**config.mk**
```make
export PLATFORM = sky130hd
export DESIGN_NAME = red_pitaya_na_sweep_master
export DESIGN_NICKNAME = d
export VERILOG_FILES = /design/src/rtl/na_sweep_pkg.sv /design/src/rtl/na_bus_xact.sv /design/src/rtl/red_pitaya_na_sweep_master.sv
export SDC_FILE = /design/constraint.sdc
export NUM_CORES = 1
export LEC_CHECK = 0
export CORE_MARGIN = 2
export CORE_UTILIZATION = 54
export CTS_CLUSTER_SIZE = 16
export DETAILED_ROUTE_END_ITERATION = 10
export PLACE_DENSITY = 0.9
export SYNTH_ARGS = -nofsm -noshare
export SYNTH_HDL_FRONTEND = slang
export SYNTH_SLANG_ARGS = --single-unit
```
**constraint.sdc**
```tcl
create_clock -name clk_i -period 30.4 [get_ports clk_i]
set_clock_uncertainty 0.05 [all_clocks]
set_input_delay 9.12 -clock clk_i [delete_from_list [all_inputs] [get_ports clk_i]]
set_output_delay 9.12 -clock clk_i [all_outputs]
set_load 0.02 [all_outputs]
```
**src/rtl/na_sweep_pkg.sv**
```systemverilog
// rtl/na_sweep_pkg.sv - shared constants, state type and helpers for the network-analyzer sweep master
package na_sweep_pkg;

    localparam logic [15:0] ADDR_FREQ    = 16'h0108;
    localparam logic [15:0] ADDR_ISUM_LO = 16'h0140;
    localparam logic [15:0] ADDR_ISUM_HI = 16'h0144;
    localparam logic [15:0] ADDR_QSUM_LO = 16'h0148;
    localparam logic [15:0] ADDR_QSUM_HI = 16'h014C;

    // Bit of the ISUM_LO word that reads 1 while the averager is still running
    localparam int STATUS_BIT = 31;

    typedef enum logic [3:0] {
        S_IDLE,
        S_WR_F,
        S_GAP,
        S_POLL,
        S_RD_IL,
        S_RD_IH,
        S_RD_QL,
        S_RD_QH,
        S_EMIT,
        S_NEXT
    } state_t;

    // States that own exactly one bus transaction
    function automatic logic is_bus_state(input state_t s);
        case (s)
            S_WR_F, S_POLL, S_RD_IL, S_RD_IH, S_RD_QL, S_RD_QH: return 1'b1;
            default:                                             return 1'b0;
        endcase
    endfunction

    // Register address targeted by each bus state
    function automatic logic [15:0] state_addr(input state_t s);
        case (s)
            S_WR_F:          return ADDR_FREQ;
            S_POLL, S_RD_IL: return ADDR_ISUM_LO;
            S_RD_IH:         return ADDR_ISUM_HI;
            S_RD_QL:         return ADDR_QSUM_LO;
            S_RD_QH:         return ADDR_QSUM_HI;
            default:         return 16'h0000;
        endcase
    endfunction

endpackage

```
**src/rtl/na_bus_xact.sv**
```systemverilog
// rtl/na_bus_xact.sv - single outstanding register-bus transaction engine (optional ack timeout: NA_SWEEP_ACK_TIMEOUT_EN)
module na_bus_xact #(
    parameter int ACKTIMEOUT = 255
) (
    input  logic        clk_i,
    input  logic        rst_i,
    input  logic        req_i,
    input  logic        we_i,
    input  logic [15:0] addr_i,
    input  logic [31:0] wdata_i,
    input  logic        ack_i,
    input  logic [31:0] rdata_i,
    output logic        busy_o,
    output logic        done_o,
    output logic        timeout_o,
    output logic [31:0] rdata_o,
    output logic [15:0] addr_o,
    output logic [31:0] wdata_o,
    output logic        wen_o,
    output logic        ren_o
);

    logic        r_busy;
    logic        r_wen;
    logic        r_ren;
    logic [15:0] r_addr;
    logic [31:0] r_wdata;

    assign busy_o  = r_busy;
    assign done_o  = r_busy & ack_i;
    assign rdata_o = rdata_i;
    assign addr_o  = r_addr;
    assign wdata_o = r_wdata;
    assign wen_o   = r_wen;
    assign ren_o   = r_ren;

`ifdef NA_SWEEP_ACK_TIMEOUT_EN
    localparam int CW = $clog2(ACKTIMEOUT + 1);
    logic [CW-1:0] r_cnt;

    // Count cycles spent waiting on the responder since the strobe
    always_ff @(posedge clk_i or posedge rst_i) begin
        if (rst_i) begin
            r_cnt <= '0;
        end else if (!r_busy) begin
            r_cnt <= '0;
        end else begin
            r_cnt <= r_cnt + CW'(1);
        end
    end

    assign timeout_o = r_busy & ~ack_i & (r_cnt == CW'(ACKTIMEOUT - 1));
`else
    // No timeout in this build: a transaction waits for ack_i indefinitely
    assign timeout_o = (ACKTIMEOUT < 0) && r_busy;
`endif

    // Launch on request: strobe for one cycle, hold address/data until ack or timeout
    always_ff @(posedge clk_i or posedge rst_i) begin
        if (rst_i) begin
            r_busy  <= 1'b0;
            r_wen   <= 1'b0;
            r_ren   <= 1'b0;
            r_addr  <= '0;
            r_wdata <= '0;
        end else begin
            r_wen <= 1'b0;
            r_ren <= 1'b0;
            if (r_busy) begin
                if (ack_i || timeout_o) begin
                    r_busy <= 1'b0;
                end
            end else if (req_i) begin
                r_busy  <= 1'b1;
                r_wen   <= we_i;
                r_ren   <= ~we_i;
                r_addr  <= addr_i;
                r_wdata <= wdata_i;
            end
        end
    end

endmodule

```
**src/rtl/red_pitaya_na_sweep_master.sv**
```systemverilog
// rtl/red_pitaya_na_sweep_master.sv - hardware network-analyzer sweep driving one IQ block register port (optional: NA_SWEEP_ACK_TIMEOUT_EN)
module red_pitaya_na_sweep_master
    import na_sweep_pkg::*;
#(
    parameter int PHASEBITS  = 32,
    parameter int IDXBITS    = 16,
    parameter int POLLGAP    = 8,
    parameter int ACKTIMEOUT = 255
) (
    input  logic                 clk_i,
    input  logic                 rst_i,
    input  logic                 start_i,
    input  logic                 abort_i,
    input  logic [PHASEBITS-1:0] f_start_i,
    input  logic [PHASEBITS-1:0] f_step_i,
    input  logic [IDXBITS-1:0]   points_i,
    output logic                 busy_o,
    output logic                 done_o,
    output logic                 err_o,
    output logic [15:0]          addr_o,
    output logic                 wen_o,
    output logic                 ren_o,
    output logic [31:0]          wdata_o,
    input  logic                 ack_i,
    input  logic [31:0]          rdata_i,
    output logic                 res_valid_o,
    input  logic                 res_ready_i,
    output logic [IDXBITS-1:0]   res_idx_o,
    output logic [61:0]          res_i_o,
    output logic [61:0]          res_q_o
);

    localparam int GAPW = (POLLGAP > 1) ? $clog2(POLLGAP) : 1;

    state_t               r_state;
    logic                 r_issued;
    logic                 r_abort;
    logic                 r_done;
    logic [PHASEBITS-1:0] r_freq;
    logic [PHASEBITS-1:0] r_fstep;
    logic [IDXBITS-1:0]   r_points;
    logic [IDXBITS-1:0]   r_idx;
    logic [GAPW-1:0]      r_gap;
    logic [61:0]          r_res_i;
    logic [61:0]          r_res_q;

    logic                 w_abort;
    logic                 w_req;
    logic                 w_we;
    logic [15:0]          w_addr;
    logic [31:0]          w_wdata;
    logic                 w_xbusy;
    logic                 w_xdone;
    logic                 w_tmo;
    logic [31:0]          w_xrdata;

    // A bus state issues its single request on the first cycle it is entered
    assign w_abort = abort_i | r_abort;
    assign w_req   = is_bus_state(r_state) & ~r_issued & ~w_abort;
    assign w_we    = (r_state == S_WR_F);
    assign w_addr  = state_addr(r_state);
    assign w_wdata = w_we ? 32'(r_freq) : 32'h0;

    assign busy_o      = (r_state != S_IDLE);
    assign done_o      = r_done;
    assign res_valid_o = (r_state == S_EMIT);
    assign res_idx_o   = r_idx;
    assign res_i_o     = r_res_i;
    assign res_q_o     = r_res_q;

`ifdef NA_SWEEP_ACK_TIMEOUT_EN
    logic r_err;
    assign err_o = r_err;
`else
    assign err_o = 1'b0;
`endif

    na_bus_xact #(
        .ACKTIMEOUT(ACKTIMEOUT)
    ) u_xact (
        .clk_i    (clk_i),
        .rst_i    (rst_i),
        .req_i    (w_req),
        .we_i     (w_we),
        .addr_i   (w_addr),
        .wdata_i  (w_wdata),
        .ack_i    (ack_i),
        .rdata_i  (rdata_i),
        .busy_o   (w_xbusy),
        .done_o   (w_xdone),
        .timeout_o(w_tmo),
        .rdata_o  (w_xrdata),
        .addr_o   (addr_o),
        .wdata_o  (wdata_o),
        .wen_o    (wen_o),
        .ren_o    (ren_o)
    );

    // Sweep sequencer: write frequency, poll averager, read four sum words, emit, advance
    always_ff @(posedge clk_i or posedge rst_i) begin
        if (rst_i) begin
            r_state  <= S_IDLE;
            r_issued <= 1'b0;
            r_abort  <= 1'b0;
            r_done   <= 1'b0;
            r_freq   <= '0;
            r_fstep  <= '0;
            r_points <= '0;
            r_idx    <= '0;
            r_gap    <= '0;
            r_res_i  <= '0;
            r_res_q  <= '0;
`ifdef NA_SWEEP_ACK_TIMEOUT_EN
            r_err    <= 1'b0;
`endif
        end else begin
            r_done <= 1'b0;
            if (w_req) begin
                r_issued <= 1'b1;
            end
            if (r_state == S_IDLE) begin
                r_issued <= 1'b0;
                r_abort  <= 1'b0;
                if (start_i) begin
`ifdef NA_SWEEP_ACK_TIMEOUT_EN
                    r_err    <= 1'b0;
`endif
                    r_freq   <= f_start_i;
                    r_fstep  <= f_step_i;
                    r_points <= points_i;
                    r_idx    <= '0;
                    if (points_i == '0) begin
                        r_done <= 1'b1;
                    end else begin
                        r_state <= S_WR_F;
                    end
                end
            end else if (w_tmo) begin
`ifdef NA_SWEEP_ACK_TIMEOUT_EN
                r_err    <= 1'b1;
`endif
                r_state  <= S_IDLE;
                r_issued <= 1'b0;
                r_abort  <= 1'b0;
            end else if (w_abort) begin
                // Let an outstanding transaction finish on the bus, then drop everything
                if (!w_xbusy || w_xdone) begin
                    r_state  <= S_IDLE;
                    r_issued <= 1'b0;
                    r_abort  <= 1'b0;
                end else begin
                    r_abort <= 1'b1;
                end
            end else begin
                case (r_state)
                    S_WR_F: begin
                        if (w_xdone) begin
                            r_issued <= 1'b0;
                            r_gap    <= '0;
                            r_state  <= S_GAP;
                        end
                    end
                    S_GAP: begin
                        if (r_gap == GAPW'(POLLGAP - 1)) begin
                            r_state <= S_POLL;
                        end else begin
                            r_gap <= r_gap + GAPW'(1);
                        end
                    end
                    S_POLL: begin
                        if (w_xdone) begin
                            r_issued <= 1'b0;
                            if (w_xrdata[STATUS_BIT]) begin
                                r_gap   <= '0;
                                r_state <= S_GAP;
                            end else begin
                                r_state <= S_RD_IL;
                            end
                        end
                    end
                    S_RD_IL: begin
                        if (w_xdone) begin
                            r_issued       <= 1'b0;
                            r_res_i[30:0]  <= w_xrdata[30:0];
                            r_state        <= S_RD_IH;
                        end
                    end
                    S_RD_IH: begin
                        if (w_xdone) begin
                            r_issued       <= 1'b0;
                            r_res_i[61:31] <= w_xrdata[30:0];
                            r_state        <= S_RD_QL;
                        end
                    end
                    S_RD_QL: begin
                        if (w_xdone) begin
                            r_issued       <= 1'b0;
                            r_res_q[30:0]  <= w_xrdata[30:0];
                            r_state        <= S_RD_QH;
                        end
                    end
                    S_RD_QH: begin
                        if (w_xdone) begin
                            r_issued       <= 1'b0;
                            r_res_q[61:31] <= w_xrdata[30:0];
                            r_state        <= S_EMIT;
                        end
                    end
                    S_EMIT: begin
                        if (res_ready_i) begin
                            r_state <= S_NEXT;
                        end
                    end
                    S_NEXT: begin
                        if (r_idx == r_points - IDXBITS'(1)) begin
                            r_done  <= 1'b1;
                            r_state <= S_IDLE;
                        end else begin
                            r_idx   <= r_idx + IDXBITS'(1);
                            r_freq  <= r_freq + r_fstep;
                            r_state <= S_WR_F;
                        end
                    end
                    default: begin
                        r_state <= S_IDLE;
                    end
                endcase
            end
        end
    end

endmodule
```
==> out/metrics.cfg <==
[clock_tree]
path_clk_slew_ns=0.06
clkSinkCount=269
cts-resized-gates=0
cts_tree=built
clock_latency_ns=0.57
clock_path_buffers=3
htree_levels=1
cts_made_buffers=29
post_cts_buffers=0
root_buffer=clkbuf_16
cts_hold_buf=0

[pwr]
totalPowerFinal_mw=1.74
power_density_nw_per_um2=100
clkPwrFrac_pct=20.5
ir_drop_v=0.0000689
internal-power_mw=1.02
seqPwrFrac_pct=31.8
p_leak_nw=8.02
p_sw_mw=0.715
switching_share_pct=41.1
combPwrFrac_pct=47.6

[timing]
period_minus_slack_ns=11.60
setup_ws_ns=18.80
finalSetupViolations=0
fin_hold_ws_ns=0.414
hold_viol_final=0
tightest_slew_ns=1.22
timing.final.crit_share_pct=38.2
max_freq_mhz=86.2
drv_slew=0
relSlewSlack_pct=18.5
grt_setup_unrepaired=false
setup_tns_ns=0

[final_layout]
final_common_cell=clkdlybuf4s50_1
final_nets=1727
drive_gt1_share_pct=13.2
fin_cells=1918
syn_to_final_growth_pct=31.7
layout_common_cells=298 x clkdlybuf4s50_1, 283 x nand2_1, 269 x dfrtp_1, 126 x mux2_2, 61 x nor2_1

[synthesis]
mappedNetlistArea_sq_um=13200
ys_seq_elements=269
ys.flop_type=dfrtp_1
synth.distinct_cells=74
yosysWarningCount=0
async_reset_ff_share_pct=100
synthCells=1297
syn_area_per_cell_sq_um=10.1
synth_edf_count=0
seq_area_frac_synth_pct=51.1

[setup_path]
r2r_slack_ns=26.66
critPathCaptureType=output pin
r2r_start=r_points[0]
critPathKind=flop to output pin
cp.required_ns=21.23
slowest_delay_ns=0.56
worst_setup_path_start_kind=flop
slowest_stage=clkdlybuf4s50_1
cp_max_fo=19
worstPathArrival_ns=2.43
cp-startpoint=r_state[0]
cp_cell_sequence=nor4_2 > buf_4 > inv_1 > clkdlybuf4s50_1

[run_status]
outcome=complete, no violations

[route]
drcViolationCount=0
vias=11100
wl_per_cell_um=19.5
firstDrtPassIters=7
viasPerCell=5.80
drt_iter0_markers=741
ant_nets=0
totalWireLength_um=37500

[floorplan]
core_area_sq_um=24100
fp.dieW_um=160
start_util_pct=54.6
die_h_um=160
rows=57
ios=312
die_area_sq_um=25600

[grt]
track_usage_pct=29.0
grt_max_degree=100
grt_pass1_wl_um=60100
gr-total-overflow=0
grt_pass1_vias=11300
antenna_found_initial=1

[min_path]
hold_start=u_xact.addr_o[8]
hold_path.class=flop to flop

[place]
place_congestion=0.879
place_inst=1866
pre_cts_ws_ns=18.54
dpl.hpwl_um=25700
portBuffers=298

[job]
max-cap-violations=0

==> cells in the mapped netlist, types with 15 or more instances <==
cell type	n	area share, %
nand2_1	284	8.1
dfrtp_1	269	51
mux2_2	126	11
nor2_1	64	1.8
a21oi_1	58	2.2
clkbuf_1	54	1.5
nand3_1	53	2.0
o21ai_0	49	1.9
ha_1	35	3.3
xnor2_1	28	1.9
nor3_1	20	0.76
a31oi_1	15	0.71
==> state kept, by name, summed over array words and instances, names as in the netlist, 3 cells and up <==
register        flops
r_freq             32
res_idx_o          16
r_gap               3
res_i_o            62
r_fstep            32
u_xact.addr_o       4
r_state             4
u_xact.wdata_o     32
r_points           16
res_q_o            62
==> cells by family (layout without fill, tap and decap cells) <==
family | count (synthesis) | after routing | synth area share [%]
AOI/OAI and AO/OA | 205 | 205 | 9.94
xor gates and xnor gates | 41 | 41 | 2.73
adders and majority gates | 36 | 36 | 3.48
buffers and inverters | 91 | 375 | 3.18
DFF | 269 | 269 | 51.1
muxes | 134 | 134 | 11.4
other | 1 | 14 | 0.0285
and+or+nand+nor | 520 | 520 | 18.1
==> worst max-delay path: cells and delay by family (launching register included) <==
kind | cells | cell delay [ns]
flops | 1 | 0.55
simple gates | 1 | 0.35
buf+inv | 3 | 0.96
==> final cells by class <==
cell class	instances	area [sq um]
fillers	1652	6770
flip-flops and latches	269	6730
multi-input cells	949	6100
repair buffers	311	3080
clock buffers	40	827
well taps	324	405
clock inverters	11	131
inverters	13	56.3
diodes	1	2.50
==> power by group through the flow <==
stage	registers [mW]	logic (mW)	clock network [mW]
CTS	0.552	0.823	0.360
detailed placement	0.555	0.813	0
finish	0.554	0.829	0.357
global placement	0.548	0.786	0
global route	0.566	0.911	0.377
floorplan	0.587	0.520	0
==> through the flow <==
step                utilization (%)  instance area, sq um
floorplan                         -                 13200
global placement               67.9                 16400
detailed placement             67.9                 16400
CTS                            71.9                 17300
global route                   71.9                 17300
finish                         71.9                 17300
==> routing by layer <==
layer  share of wire [%]  vias up  global-route usage (%)
met5                   0        -                       0
met4                 3.5        0                    10.7
met3                 9.1       84                    8.68
met2                  48      502                    48.2
met1                  39     5441                    36.0
li1                    -     5091                       -
==> worst paths after layout <==
check,to,depth (start not counted)
worst max-delay path,busy_o,4
worst max register to register,r_freq[31],11
min in group asynchronous,res_i_o[43],2
worst min register to register,u_xact.addr_o[8],1
max in group asynchronous,r_freq[7],3
worst min-delay path,u_xact.addr_o[8],1
Power figures use the tool's default switching activity.
